$ cat src/rtl/draw_seq_pkg.sv
// Shared types for the draw-list sequencer: shape codes, packed record layout, FSM states.
package draw_seq_pkg;

  localparam int unsigned CORDW = 16;
  localparam int unsigned CIDXW = 4;
  localparam int unsigned RECW  = 2 + 6 * CORDW + CIDXW;

  typedef enum logic [1:0] {
    SHP_END  = 2'd0,
    SHP_LINE = 2'd1,
    SHP_TRI  = 2'd2,
    SHP_SKIP = 2'd3
  } shape_t;

  // Field order MSB to LSB matches the ROM image layout.
  typedef struct packed {
    shape_t                   typ;
    logic signed [CORDW-1:0]  x0;
    logic signed [CORDW-1:0]  y0;
    logic signed [CORDW-1:0]  x1;
    logic signed [CORDW-1:0]  y1;
    logic signed [CORDW-1:0]  x2;
    logic signed [CORDW-1:0]  y2;
    logic [CIDXW-1:0]         cidx;
  } rec_t;

  typedef enum logic [2:0] {
    StIdle,
    StFetch,
    StLoad,
    StDraw,
    StNext,
    StDone
  } state_t;

endpackage

$ cat src/rtl/draw_pacer.sv
// Output-enable pacer: hold oe low for wait_frames frames, then grant pix_per_frame
// oe cycles per frame (0 means unlimited).
module draw_pacer #(
  parameter int unsigned WAITW = 10,
  parameter int unsigned PACEW = 16
) (
  input  logic             clk,
  input  logic             rst_n,
  input  logic             frame,
  input  logic [WAITW-1:0] wait_frames,
  input  logic [PACEW-1:0] pix_per_frame,
  output logic             oe
);

  logic [WAITW-1:0] wait_q, wait_d;
  logic [PACEW-1:0] budget_q, budget_d;
  logic             active_q, active_d;
  logic             oe_q, oe_d;
  logic             waiting;

  assign waiting = (wait_q < wait_frames);

  always_comb begin
    wait_d   = wait_q;
    active_d = active_q;
    budget_d = budget_q;
    if (frame && waiting) begin
      wait_d = wait_q + WAITW'(1);
    end else if (frame) begin
      // A new frame always reloads; leftover budget is discarded.
      active_d = 1'b1;
      budget_d = pix_per_frame;
    end else if (budget_q != '0) begin
      budget_d = budget_q - PACEW'(1);
    end
    oe_d = active_d && ((pix_per_frame == '0) || (budget_d != '0));
  end

  always_ff @(posedge clk or negedge rst_n) begin
    if (!rst_n) begin
      wait_q   <= '0;
      budget_q <= '0;
      active_q <= 1'b0;
      oe_q     <= 1'b0;
    end else begin
      wait_q   <= wait_d;
      budget_q <= budget_d;
      active_q <= active_d;
      oe_q     <= oe_d;
    end
  end

  assign oe = oe_q;

endmodule

$ cat src/rtl/draw_list_seq.sv
// Walks a shape list in a synchronous ROM and launches the line or triangle engine per
// record, presenting registered coordinates and colour alongside a paced output enable.
module draw_list_seq #(
  parameter int unsigned CORDW = 16,
  parameter int unsigned CIDXW = 4,
  parameter int unsigned DEPTH = 16,
  parameter int unsigned WAITW = 10,
  parameter int unsigned PACEW = 16,
  localparam int unsigned ADDRW = $clog2(DEPTH),
  localparam int unsigned RECW  = 2 + 6 * CORDW + CIDXW
) (
  input  logic                    clk,
  input  logic                    rst_n,
  input  logic                    frame,
  input  logic                    run,
  input  logic                    loop,
  input  logic [WAITW-1:0]        wait_frames,
  input  logic [PACEW-1:0]        pix_per_frame,
  output logic [ADDRW-1:0]        rec_addr,
  input  logic [RECW-1:0]         rec_data,
  output logic signed [CORDW-1:0] x0,
  output logic signed [CORDW-1:0] y0,
  output logic signed [CORDW-1:0] x1,
  output logic signed [CORDW-1:0] y1,
  output logic signed [CORDW-1:0] x2,
  output logic signed [CORDW-1:0] y2,
  output logic [CIDXW-1:0]        cidx,
  output logic                    start_line,
  output logic                    start_tri,
  input  logic                    done_line,
  input  logic                    done_tri,
  output logic                    oe,
  output logic                    busy,
  output logic                    list_done
);

  import draw_seq_pkg::*;

  state_t                  state_q, state_d;
  logic [ADDRW-1:0]        addr_q, addr_d;
  logic                    tri_q, tri_d;
  logic                    load;
  logic                    start_line_q, start_line_d;
  logic                    start_tri_q, start_tri_d;
  logic                    list_done_q, list_done_d;
  logic signed [CORDW-1:0] crd_q [6];
  logic [CIDXW-1:0]        cidx_q;
  shape_t                  rec_type;

  assign rec_type = shape_t'(rec_data[RECW-1 -: 2]);

  always_comb begin
    state_d      = state_q;
    addr_d       = addr_q;
    tri_d        = tri_q;
    load         = 1'b0;
    start_line_d = 1'b0;
    start_tri_d  = 1'b0;
    case (state_q)
      StIdle: begin
        addr_d = '0;
        if (frame && run) state_d = StFetch;
      end
      StFetch: state_d = StLoad;
      StLoad: begin
        load = 1'b1;
        unique case (rec_type)
          SHP_END:  state_d = StDone;
          SHP_SKIP: state_d = StNext;
          SHP_LINE: begin
            start_line_d = 1'b1;
            tri_d        = 1'b0;
            state_d      = StDraw;
          end
          SHP_TRI: begin
            start_tri_d = 1'b1;
            tri_d       = 1'b1;
            state_d     = StDraw;
          end
        endcase
      end
      // Only the engine that was launched can end the shape.
      StDraw: begin
        if (tri_q ? done_tri : done_line) state_d = StNext;
      end
      StNext: begin
        if (addr_q == ADDRW'(DEPTH - 1)) begin
          state_d = StDone;
        end else if (!run) begin
          addr_d  = '0;
          state_d = StIdle;
        end else begin
          addr_d  = addr_q + ADDRW'(1);
          state_d = StFetch;
        end
      end
      StDone: begin
        if (!run) begin
          addr_d  = '0;
          state_d = StIdle;
        end else if (loop && frame) begin
          addr_d  = '0;
          state_d = StFetch;
        end
      end
      default: state_d = StIdle;
    endcase
    list_done_d = (state_d == StDone) && (state_q != StDone);
  end

  always_ff @(posedge clk or negedge rst_n) begin
    if (!rst_n) begin
      state_q      <= StIdle;
      addr_q       <= '0;
      tri_q        <= 1'b0;
      start_line_q <= 1'b0;
      start_tri_q  <= 1'b0;
      list_done_q  <= 1'b0;
      cidx_q       <= '0;
      for (int i = 0; i < 6; i++) crd_q[i] <= '0;
    end else begin
      state_q      <= state_d;
      addr_q       <= addr_d;
      tri_q        <= tri_d;
      start_line_q <= start_line_d;
      start_tri_q  <= start_tri_d;
      list_done_q  <= list_done_d;
      if (load) begin
        cidx_q <= rec_data[CIDXW-1:0];
        for (int i = 0; i < 6; i++) crd_q[i] <= rec_data[CIDXW + (5 - i) * CORDW +: CORDW];
      end
    end
  end

  draw_pacer #(
    .WAITW (WAITW),
    .PACEW (PACEW)
  ) u_pacer (
    .clk           (clk),
    .rst_n         (rst_n),
    .frame         (frame),
    .wait_frames   (wait_frames),
    .pix_per_frame (pix_per_frame),
    .oe            (oe)
  );

  assign rec_addr   = addr_q;
  assign x0         = crd_q[0];
  assign y0         = crd_q[1];
  assign x1         = crd_q[2];
  assign y1         = crd_q[3];
  assign x2         = crd_q[4];
  assign y2         = crd_q[5];
  assign cidx       = cidx_q;
  assign start_line = start_line_q;
  assign start_tri  = start_tri_q;
  assign list_done  = list_done_q;
  assign busy       = (state_q == StFetch) || (state_q == StLoad) ||
                      (state_q == StDraw)  || (state_q == StNext);

endmodule

$ cat config.mk
export PLATFORM = sky130hd
export DESIGN_NAME = draw_list_seq
export DESIGN_NICKNAME = d
export VERILOG_FILES = /design/src/rtl/draw_seq_pkg.sv /design/src/rtl/draw_pacer.sv /design/src/rtl/draw_list_seq.sv
export SDC_FILE = /design/constraint.sdc
export NUM_CORES = 1
export LEC_CHECK = 0
export CORE_MARGIN = 1
export CORE_UTILIZATION = 40
export CTS_CLUSTER_DIAMETER = 100
export CTS_CLUSTER_SIZE = 14
export DETAILED_ROUTE_END_ITERATION = 8
export PLACE_DENSITY = 0.84
export SYNTH_ARGS = -nofsm -noshare
export SYNTH_HDL_FRONTEND = slang
export SYNTH_SLANG_ARGS = --single-unit
export TNS_END_PERCENT = 30
$ cat constraint.sdc
create_clock -name clk -period 2.5 [get_ports clk]
set_input_delay 0.5 -clock clk [delete_from_list [all_inputs] [get_ports clk]]
set_output_delay 0.5 -clock clk [all_outputs]
set_load 0.01 [all_outputs]
; ---- Word-level counts from Yosys, hierarchy flattened
; Cells that the tools add are included.
[classes]
add_sub_neg = 3
n_lt_le_gt_ge = 1
eq_ne = 13
mux = 25
reduce_logical = 19
[op_table]
columns = operator, n
row1 = $mux W16, 3
row2 = $reduce_bool A16 Y1, 2
row3 = $pmux W3 S6, 1
row4 = $logic_not A16 Y1, 1
row5 = $mux W4, 4
row6 = $sub A16 B1 Y16 const B, 1
row7 = $mux W3, 5
row8 = $pmux W4 S3, 1
row9 = $add A10 B1 Y10 const B, 1
row10 = $lt A10 B10 Y1, 1
row11 = $eq A3 B3 Y1 const B, 3
row12 = $mux W1, 9
row13 = $pmux W3 S3, 1
row14 = $eq A3 B2 Y1 const B, 2
row15 = $ne A3 B3 Y1 const B, 2
row16 = $logic_and A1 B1 Y1, 5
row17 = $add A4 B1 Y4 const B, 1
row18 = $eq A2 B2 Y1 const B, 2
row19 = $eq A4 B4 Y1 const B, 1
row20 = $logic_or A1 B1 Y1, 4
row21 = $eq A3 B1 Y1 const B, 1
row22 = $logic_not A3 Y1, 1
row23 = $reduce_and A3 Y1, 1
row24 = $reduce_bool A3 Y1, 1
row25 = 7 further kinds, 7
[totals]
reg_bits = 139
input_bits = 135
out_inout_bits = 109
elab_cells = 78

; ---- Logic depth before layout (Yosys ltp)
[logic_depth]
ltp_word = 7
ltp_mapped = 12
depth_no_buf = 10

; ---- Hierarchy
; Synthesis repeated with hierarchy kept, for this count alone.
[hier_totals]
hier_cells = 475
hier_area_um2 = 6585.1
[modules_own_cells]
columns = mod, n_inst, cells_each, area_per_inst_um2, seq_area_each_um2
row1 = draw_list_seq, 1, 272, 4718.3, 2777.7
row2 = draw_pacer, 1, 203, 1866.8, 700.7

; ---- Least setup slack after synthesis
; Ideal clock, no wire load.
[synth_path]
path_type = reg2reg
start = register u_pacer.budget_q[0]
end = register u_pacer.oe_q (netlist: u_pacer.oe)
setup_time_ns = 0.133
t_arrival_ns = 2.454
t_required_ns = 2.367
path_slack_ns = -0.087
path_stages_with_launch = 11
n_path_buf = 0
period_less_slack_ns = 2.587
cell_sequence = dfrtp_1 inv_1 ha_1 or3b_1 or3_1 o21bai_1 or2_2 xor2_1 mux2i_1 nor4_1 a31oi_1
[synth_between]
elab_chain_cells = 7
word_cells_on_any_way = 8
cone_classes = 1 x add/sub / 3 x mux / 4 x reduce/logical
[synth_lines]
columns = element, line_no
row1 = "start, declared", draw_pacer.sv:16  ; logic [PACEW-1:0] budget_q, budget_d;
row2 = "start signal, assigned", draw_pacer.sv:47  ; budget_q <= budget_d;
row3 = $sub A16 B1 Y16 / $reduce_bool A16 Y1 (equally long branches), "draw_pacer.sv:34, draw_pacer.sv:33"
row4 = $mux W16 (*), draw_pacer.sv:33  ; end else if (budget_q != '0) begin
row5 = $mux W16 (*), draw_pacer.sv:29  ; end else if (frame) begin
row6 = $mux W16 (*), draw_pacer.sv:27  ; if (frame && waiting) begin
row7 = named net u_pacer.budget_d[10], draw_pacer.sv:16
row8 = $reduce_bool A16 Y1 (*), draw_pacer.sv:36  ; oe_d = active_d && ((pix_per_frame == '0) || (budget_d != '0));
row9 = $logic_or A1 B1 Y1 (*), draw_pacer.sv:36
row10 = $logic_and A1 B1 Y1 (*), draw_pacer.sv:36
row11 = named net u_pacer.oe_d, draw_pacer.sv:18  ; logic oe_q, oe_d;
row12 = "end signal, assigned", draw_pacer.sv:44  ; oe_q <= 1'b0;
row13 = "end signal, assigned", draw_pacer.sv:49  ; oe_q <= oe_d;
row14 = "end, declared", draw_pacer.sv:18
; The timed path passes the listed nets; every way through them passes the cells marked *.
; A chain may end at the register's enable or synchronous reset.

; ---- Worst setup path after layout
[layout_path]
start = register u_pacer.budget_q[1]
end = register u_pacer.oe_q (netlist: u_pacer.oe)
; Same word-level chain as after synthesis.

==> summary.txt <==
Synth
  • Synthesized cell area: 6350 um2
  • Seq cells post-synth: 139
  • Cells after synthesis: 500
  • Post-synth ARST share: 100%
  • Syn avg cell area: 12.7 um2
  • Most used DFF post-synth: dfrtp_1
  • Synthesized Nets: 651
  • YS warnings: 0
  • Netlist cell types: 51
  • Post-synth EDFFs: 0
  • Post-synthesis sequential area ratio: around 55%

Pwr
  • Power, Total: ~13 mW
  • Total leakage power: 4.35 nW
  • Power density over cell area: 1220 nW/um2
  • Worst vdd ir: 0.000771 V

Drt
  • DR WL/cell: 17.6 um
  • Residual DRC: 0
  • Starting DRT DRC Count: 234
  • Vias/cell: just over 5
  • Post-Route WL: 18.2 mm
  • Total number of vias: 5196
  • Antenna-violating nets left: 0
  • DR pass1 iterations: 4

Min path
  • HP Class: input port to asynchronous set/reset pin

CTS
  • CTS tree: yes
  • Reg clk slew, reported paths: 60 ps
  • Longest Clk Path Bufs: 2
  • Clk Tree Root Cell: clkbuf_16
  • TritonCTS Sinks: 139
  • H-tree Lvls: 4
  • CTS buffer count: 17
  • Clk Latency, worst-skew pair: 410 ps
  • Hold_buf cts: 0

Worst setup path
  • Critical path class: flip-flop to flip-flop
  • Crit. End Element: flip-flop
  • Crit-path max FO: 4
  • CP required: 2770 ps
  • CP Launch Type: flip-flop
  • Arrival @ worst endpoint: 2870 ps

Placement
  • GPL Wtd Cong: between 0.9 and 1
  • HPWL after DPL: between 10 and 15 mm
  • Port Buffers: ~240
  • Pre-CTS WS: -721 ps
  • Dpl cells: slightly below 1000
  • Placement Cell Area: 9490 um2

Floorplanning
  • Row Count: 45
  • Full die area: 16400 um2
  • I/O pin count: 244
  • DIE HEIGHT: 128 um
  • Initial Util: 41.4%
  • Core area: about 15000 um2
  • Die X: 128 um

Timing
  • Clock skew: 7.96 ps
  • Highest Clock Rate: 385 MHz
  • Fin worst setup slack: -100 ps
  • Final Hold Viols: 0
  • Relative slew margins: between 40% and 50%
  • Fin crit share: 104%
  • RSZ-0062 raised after global routing: yes
  • Worst Tran Pin Value: between 800 and 900 ps
  • Setup TNS: -100 ps
  • Max-slew violations: 0
  • Crit path time final: 2600 ps
  • Setup violators final: 1

Global route
  • Largest net degree at the start of global routing: 140
  • Initial antenna violation count: 0
  • Vias in the first global route: 5727
  • Global Route Usage Sum: 22.6%
  • Wire length of the first global-routing pass: approximately 28 mm
  • Grt ovf: 0

Layout
  • Layout Nets: 958
  • Inserted Diodes: 0
  • Non-filler cells, final: 1031
  • P&R area growth vs syn: 64.2%
  • Final Cell Area: between 10000 and 15000 um2
  • Filler cell count: 1079
  • Multi-input gate area: 2930 um2
  • Seq. cell area: 3480 um2
  • Share of cells above drive strength 1: 31.0%

Flow run
  • Maxcap violations: 0

Status
  • Status: complete, but fails checks
  • Failing checks: negative setup slack
cell usage in the layout, fill, tap and decap left out, drive strengths merged, types with 3 or more instances in the layout:
cell type      netlist  routed
a211o                4       4
a21oi               15      15
a31oi                4       4
and2                 4       4
buf                  6      68
bufinv               0       3
clkbuf              16      19
clkdlybuf4s50        0     237
clkinv               0       5
dfrtp              139     139
dlygate4sd2          0       4
ha                  16      16
inv                 22      27
mux2               107     107
mux2i               15      15
nand2               18      18
nand2b               3       3
nand3               11      11
nand4                3       3
nor2                22      22
nor3                11      11
nor4                11      11
nor4b                3       3
o211ai               3       3
o21ai               15      15
o21bai               3       3
or2                  4       4
or3                  3       3
xnor2               12      12
xor2                 7       7
metal layers:
layer,GRT usage [%],routed length [um],up-vias
li1,-,-,2409
met1,24.2,6810,2590
met2,41.5,9810,179
met3,7.85,1280,18
met4,6.78,259,0
met5,0,0,-
report_power, final:
group | total [mW] | switching, mW | internal (mW)
clock | 2.65 | 1.00 | 1.65
combinational | 6.00 | 2.39 | 3.61
sequential | 4.07 | 0.721 | 3.35
total | 12.7 | 4.11 | 8.61
metrics by stage:
stage / hold WS (ps) / utilization, %
after floorplan: 204 / -
after global placement: 455 / 62.0
after detailed placement: 450 / 62.0
after CTS: 226 / 67.0
after global routing: 242 / 68.0
final: 111 / 68.0
final cells by class:
cell class	count	share of cell area [%]
multi-input combinational	317	28.1
timing repair buffer	310	29.1
clock buffer	19	4.35
tap	211	2.53
sequential	139	33.4
inverter	22	0.792
clock inverter	13	1.73
flip-flops by register name, indices dropped and copies added, names as in the netlist:
name,cells
x2,16
u_pacer.active_q,1
y2,16
u_pacer.wait_q,10
start_tri,1
u_pacer.budget_q,16
tri_q,1
u_pacer.oe,1
cidx,4
x0,16
x1,16
state_q,3
list_done,1
start_line,1
y0,16
rec_addr,4
y1,16
cells in the mapped netlist, types with 2 or more instances:
cell type	count	area [um2]
a211o_1	4	35.0
a211oi_1	2	15.0
a21oi_1	15	75.1
a311oi_1	2	17.5
a31oi_1	4	25.0
and2_1	4	25.0
and3_1	2	12.5
buf_1	2	7.51
buf_6	3	33.8
clkbuf_1	14	52.6
clkbuf_8	2	27.5
dfrtp_1	139	3480
ha_1	16	200
inv_1	22	82.6
mux2_2	107	1200
mux2i_1	15	150
nand2_1	18	67.6
nand2b_1	3	18.8
nand3_1	11	55.1
nand4_1	3	18.8
nor2_1	22	82.6
nor2b_1	2	12.5
nor3_1	11	55.1
nor4_1	11	68.8
nor4b_2	2	30.0
o211ai_1	2	15.0
o21ai_0	14	70.1
o21bai_1	3	22.5
o311ai_0	2	17.5
or2_2	4	25.0
or3_1	2	12.5
xnor2_1	12	105
xor2_1	7	61.3
timing repair:
action | 4_1_cts | 5_1_grt
endpoints found under the setup margin | 4 | 8
pin swaps | 12 | 13
resized for setup | 30 | 25
gates cloned | 0 | 0
buffers inserted | 2 | 6
logic make-up (layout without fill, tap and decap cells):
kind of cell    Yosys count  after routing  synth area share, %
buf+inv                  44            364                 3.33
mux                     122            122                 21.4
fa+ha+maj                16             16                 3.15
flops                   139            139                 54.8
simple gates            104            104                 8.87
xor+xnor                 19             19                 2.62
compound gates           56             56                 5.86
path summary, 6_finish.rpt:
path                                  endpoint           startpoint  cells past startpoint  slack [ps]
hold / removal               u_pacer.wait_q[7]                rst_n                      2         110
hold reg to reg               u_pacer.active_q     u_pacer.active_q                      2         470
setup reg to reg                    u_pacer.oe  u_pacer.budget_q[1]                      9        -100
max in group asynchronous  u_pacer.budget_q[0]                rst_n                      2        1680
setup / recovery                    u_pacer.oe  u_pacer.budget_q[1]                      9        -100
min in group clk              u_pacer.active_q     u_pacer.active_q                      2         470
critical path: stages, from the launching register on:
cell and delay (ps):
dfrtp_1 390, inv_2 80, ha_4 130, or3b_4 370, or3_4 380, or4_4 430
a211oi_2 230, a21oi_2 90, nor4b_4 260, a31oi_1 110
No activity file was read; power rests on OpenSTA's default activity.
